## src/rtl/piso_shift_register_if.sv

```systemverilog
// Handshake and serial-line bundle for piso_shift_register.
// The master side is the word source / serial consumer; the slave side is the shift register.
interface piso_shift_register_if #(
    parameter int unsigned WIDTH = 8
);
    logic             load_valid;
    logic [WIDTH-1:0] load_data;
    logic             load_ready;
    logic             shift_en;
    logic             ser_out;
    logic             ser_valid;
    logic             ser_last;
    logic             busy;

    modport master (
        output load_valid,
        output load_data,
        output shift_en,
        input  load_ready,
        input  ser_out,
        input  ser_valid,
        input  ser_last,
        input  busy
    );

    modport slave (
        input  load_valid,
        input  load_data,
        input  shift_en,
        output load_ready,
        output ser_out,
        output ser_valid,
        output ser_last,
        output busy
    );
endinterface

```

## src/rtl/piso_shift_register.sv

```systemverilog
// Parallel-in, serial-out shift register with valid/ready load and per-cycle shift enable.
// Back-to-back words are accepted on the final bit so the serial stream has no gap.
module piso_shift_register #(
    parameter int unsigned WIDTH      = 8,
    parameter bit          MSB_FIRST  = 1'b1,
    parameter logic        IDLE_LEVEL = 1'b0
) (
    input  logic                   clk,
    input  logic                   rst_n,
    piso_shift_register_if.slave   bus
);

    localparam int unsigned CntW = $clog2(WIDTH);
    localparam logic [CntW-1:0] LastIdx = CntW'(WIDTH - 1);

    typedef enum logic [0:0] {
        StIdle,
        StShift
    } state_e;

    state_e           r_state;
    state_e           w_state_nxt;
    logic [WIDTH-1:0] r_shreg;
    logic [WIDTH-1:0] w_shreg_nxt;
    logic [CntW-1:0]  r_count;
    logic [CntW-1:0]  w_count_nxt;

    logic             w_shifting;
    logic             w_at_last;
    logic             w_final;
    logic             w_load_ready;
    logic             w_accept;
    logic             w_head;
    logic [WIDTH-1:0] w_shifted;

    assign w_shifting   = (r_state == StShift);
    assign w_at_last    = w_shifting && (r_count == LastIdx);
    assign w_final      = w_at_last && bus.shift_en;
    assign w_load_ready = (r_state == StIdle) || w_final;
    assign w_accept     = bus.load_valid && w_load_ready;

    // Head bit and shift direction both follow MSB_FIRST; vacated bits fill with 0.
    assign w_head    = MSB_FIRST ? r_shreg[WIDTH-1] : r_shreg[0];
    assign w_shifted = MSB_FIRST ? {r_shreg[WIDTH-2:0], 1'b0} : {1'b0, r_shreg[WIDTH-1:1]};

    always_comb begin
        w_state_nxt = r_state;
        w_shreg_nxt = r_shreg;
        w_count_nxt = r_count;
        unique case (r_state)
            StIdle: begin
                if (w_accept) begin
                    w_state_nxt = StShift;
                    w_shreg_nxt = bus.load_data;
                    w_count_nxt = '0;
                end
            end
            StShift: begin
                if (bus.shift_en) begin
                    if (r_count == LastIdx) begin
                        if (w_accept) begin
                            w_shreg_nxt = bus.load_data;
                            w_count_nxt = '0;
                        end else begin
                            // count parks at the last index until the next load
                            w_state_nxt = StIdle;
                        end
                    end else begin
                        w_shreg_nxt = w_shifted;
                        w_count_nxt = r_count + CntW'(1);
                    end
                end
            end
            default: begin
                w_state_nxt = StIdle;
            end
        endcase
    end

    always_ff @(posedge clk or negedge rst_n) begin
        if (!rst_n) begin
            r_state <= StIdle;
            r_shreg <= '0;
            r_count <= '0;
        end else begin
            r_state <= w_state_nxt;
            r_shreg <= w_shreg_nxt;
            r_count <= w_count_nxt;
        end
    end

    assign bus.ser_out    = w_shifting ? w_head : IDLE_LEVEL;
    assign bus.ser_valid  = w_shifting;
    assign bus.busy       = w_shifting;
    assign bus.ser_last   = w_at_last;
    assign bus.load_ready = w_load_ready;

endmodule

```

## src/flat_wrapper.sv

```systemverilog
// flat-port wrapper written by rule: the top's interface ports become plain ports
module piso_shift_register_flat 
#(
    parameter int unsigned WIDTH      = 8,
    parameter bit          MSB_FIRST  = 1'b1,
    parameter logic        IDLE_LEVEL = 1'b0
)
  (clk, rst_n, bus_load_valid, bus_load_data, bus_shift_en, bus_load_ready, bus_ser_out, bus_ser_valid, bus_ser_last, bus_busy);
  piso_shift_register_if #(.WIDTH(WIDTH)) bus_i ();
  input  logic clk;
  input  logic rst_n;
  input wire logic [$bits(bus_i.load_valid)-1:0] bus_load_valid;
  input wire logic [$bits(bus_i.load_data)-1:0] bus_load_data;
  input wire logic [$bits(bus_i.shift_en)-1:0] bus_shift_en;
  output wire logic [$bits(bus_i.load_ready)-1:0] bus_load_ready;
  output wire logic [$bits(bus_i.ser_out)-1:0] bus_ser_out;
  output wire logic [$bits(bus_i.ser_valid)-1:0] bus_ser_valid;
  output wire logic [$bits(bus_i.ser_last)-1:0] bus_ser_last;
  output wire logic [$bits(bus_i.busy)-1:0] bus_busy;
  assign bus_i.load_valid = bus_load_valid;
  assign bus_i.load_data = bus_load_data;
  assign bus_i.shift_en = bus_shift_en;
  assign bus_load_ready = bus_i.load_ready;
  assign bus_ser_out = bus_i.ser_out;
  assign bus_ser_valid = bus_i.ser_valid;
  assign bus_ser_last = bus_i.ser_last;
  assign bus_busy = bus_i.busy;
  piso_shift_register #(.WIDTH(WIDTH), .MSB_FIRST(MSB_FIRST), .IDLE_LEVEL(IDLE_LEVEL)) u_core (.clk(clk), .rst_n(rst_n), .bus(bus_i));
endmodule
```

## config.mk

```make
export PLATFORM = sky130hd
export DESIGN_NAME = piso_shift_register_flat
export DESIGN_NICKNAME = d
export VERILOG_FILES = /design/src/rtl/piso_shift_register_if.sv /design/src/rtl/piso_shift_register.sv /design/src/flat_wrapper.sv
export SDC_FILE = /design/constraint.sdc
export NUM_CORES = 1
export LEC_CHECK = 0
export CAP_MARGIN = 25
export CORE_MARGIN = 3
export CORE_UTILIZATION = 50
export DETAILED_ROUTE_END_ITERATION = 10
export PLACE_DENSITY = 0.85
export SYNTH_ARGS = -nofsm -noshare
export SYNTH_HDL_FRONTEND = slang
export SYNTH_SLANG_ARGS = --single-unit
```

## constraint.sdc

```tcl
create_clock -name clk -period 4.2 [get_ports clk]
set_clock_uncertainty 0.15 [all_clocks]
set_input_delay 0.84 -clock clk [delete_from_list [all_inputs] [get_ports clk]]
set_output_delay 0.84 -clock clk [all_outputs]
set_load 0.02 [all_outputs]
```

==> impl_metrics.yaml <==
outcome:
  status: "finished clean"
worst_setup_path:
  path_class: "primary input to output pin"
  startpoint_type: "primary input"
  cp.arrival_ns: 2.28
  rr_worst_depth: 6
  critical_path.endpoint_type: "output pin"
  crit_required_ns: 3.21
  worstPathMaxFanout: 8
floorplan:
  die_w_um: 43.1
  die_area_um2: 1860
  num_rows: 12
  core_um2: 1200
  ios: 17
  start_util: 0.573
  die_h_um: 43.1
timing:
  layout_min_cycle_time_ns: 3.27
  maxSlewHeadroom: 0.556
  final.setup.tns_ns: 0
  slew_violations: 0
  max_slew.worst_pin.slew_ns: 0.666
  post-route-period-util: 0.780
  max_freq_mhz: 305
  final_hold_viol_count: 0
  setup_viol: 0
  rsz0062_at_grt: "false"
  timing.final.ws_setup_ns: 0.926
power:
  power_density_nw_per_um2: 515
  leakage_nw: 0.392
  ir_worst_vdd_mv: 0.313
detailed_routing:
  met1_length_um: 585
  drt_iter0_markers: 7
  met3WireLength_um: 73
  firstDrtPassIters: 3
  num_vias: 534
  viasPerCell: 5.45
  dr_wl_met2_um: 712
  antenna_left: 0
  drc: 0
  drt-total-wl_mm: 1.38
  top_layer: "met4"
  post_drt_wl_per_cell_um: 14.1
clocking:
  ctsResizeCount: 0
  h-tree-depth: 1
  numCtsBuffers: 3
  clk_latency_ns: 0.27
  hold_buffers: 0
  cts.clk_slew.worst_paths_ns: 0.07
  post_cts_buffers: 0
  cts_tree: "done"
  cts-root-buf: "clkbuf_4"
  cts_max_path_buffers: 2
  clkSinkCount: 12
logic_synthesis:
  yosys.area.top_type_share: 0.436
  netlist_area_um2: 688
  synth.net_count: 81
  ys_ff_latch: 12
  synth_top_cell_by_area: "dfrtp_1"
  yosysWarnings: 0
  synth_area_leaders: "dfrtp_1, a211oi_2, or2b_1"
  yosysSeqAreaShare: 0.436
  synth_cell_types: 21
  postSynthCellCount: 67
  synth.avg_cell_area_um2: 10.3
final_layout:
  layout_common_cells: "clkdlybuf4s50_1, dfrtp_1, inv_1"
  final_common_cell: "clkdlybuf4s50_1"
  num_antenna_cells: 0
  nFillCells: 99
  drive_above_1_share: 0.190
  fin_nets: 99
  syn2layout_area_growth_pct: 27.1
place:
  io_buffers: 16
  dp_hpwl_mm: 1.04
  gp_congestion: 0.782
  place_ws_ns: 0.936
run:
  maxCapViolations: 0
global_routing:
  grt_overflow: 0
  grt_max_degree: 15
  grt_first_pass_wirelength_mm: 2.35
  antenna_found_initial: 0
  first_global_vias: 543
  track_usage: 0.168
hold_path:
  min_delay_path_depth: 1
  hold_class: "flop to flop"
per-layer routing:
layer | track usage | up-vias
met3 | 0.0890 | 2
met1 | 0.204 | 256
li1 | - | 265
met5 | 0 | -
met4 | 0.0301 | 0
met2 | 0.265 | 11
layout make-up:
class,instances,area [um2],share of cell area
Clock buffer,4,36.3,0.0415
Inverter,8,30.0,0.0343
Multi-Input combinational cell,43,323,0.369
Sequential cell,12,300,0.343
Tap cell,14,17.5,0.0200
Timing Repair Buffer,17,168,0.192
worst max-delay path, stage by stage:
cell	delay [ns]
clkdlybuf4s50_1	0.53
nand2_2	0.14
nand2_1	0.16
clkdlybuf4s50_1	0.62
where the power goes:
group          leakage, nW  internal (mW)  switching, mW
clock network       0.0210         0.0527         0.0390
logic                0.235         0.0871         0.0861
registers            0.136          0.160         0.0260
final timing paths:
path	from	endpoint	slack [ns]
setup reg to reg	u_core.r_count[0]	u_core.r_shreg[3]	2.00
hold reg to reg	u_core.r_shreg[0]	u_core.r_shreg[0]	0.35
min in group asynchronous	rst_n	u_core.r_shreg[1]	0.77
max in group asynchronous	rst_n	u_core.r_shreg[4]	2.78
hold / removal	u_core.r_shreg[0]	u_core.r_shreg[0]	0.35
setup / recovery	bus_shift_en	bus_load_ready	0.93
per-stage QoR:
stage | power (mW) | hold slack (ns) | util | cells | area [um2]
global placement | 0.353 | 0.339 | 0.698 | 94 | 838
detailed placement | 0.362 | 0.342 | 0.698 | 94 | 838
global route | 0.485 | 0.388 | 0.728 | 98 | 875
finish | 0.451 | 0.353 | 0.728 | 98 | 875
floorplan | 0.309 | 0.317 | - | 67 | 688
CTS | 0.456 | 0.360 | 0.728 | 98 | 875
state kept, by name, indices dropped and copies added, names as in the netlist:
| name | count |
|---|---|
| u_core.bus.busy | 1 |
| u_core.r_count | 3 |
| u_core.r_shreg | 8 |
cells in the mapped netlist:
cell,count
a22o_1,2
buf_4,1
inv_1,8
o22ai_1,1
nand2_2,2
and2_1,1
buf_6,2
nand2_1,1
nand2b_1,3
nor3_1,7
or2b_1,5
mux2_2,1
nor2_2,1
nor2b_1,1
ha_1,2
buf_2,1
a32o_1,1
a21oi_1,7
nor2_1,1
dfrtp_1,12
a211oi_2,7
logic make-up after synthesis:
kind of cell	share of synthesized area
fa+ha+maj	0.0364
flops	0.436
buf+inv	0.0945
compound gates	0.227
simple gates	0.189
mux	0.0164
Note: power is estimated with default switching activity, not from simulation.
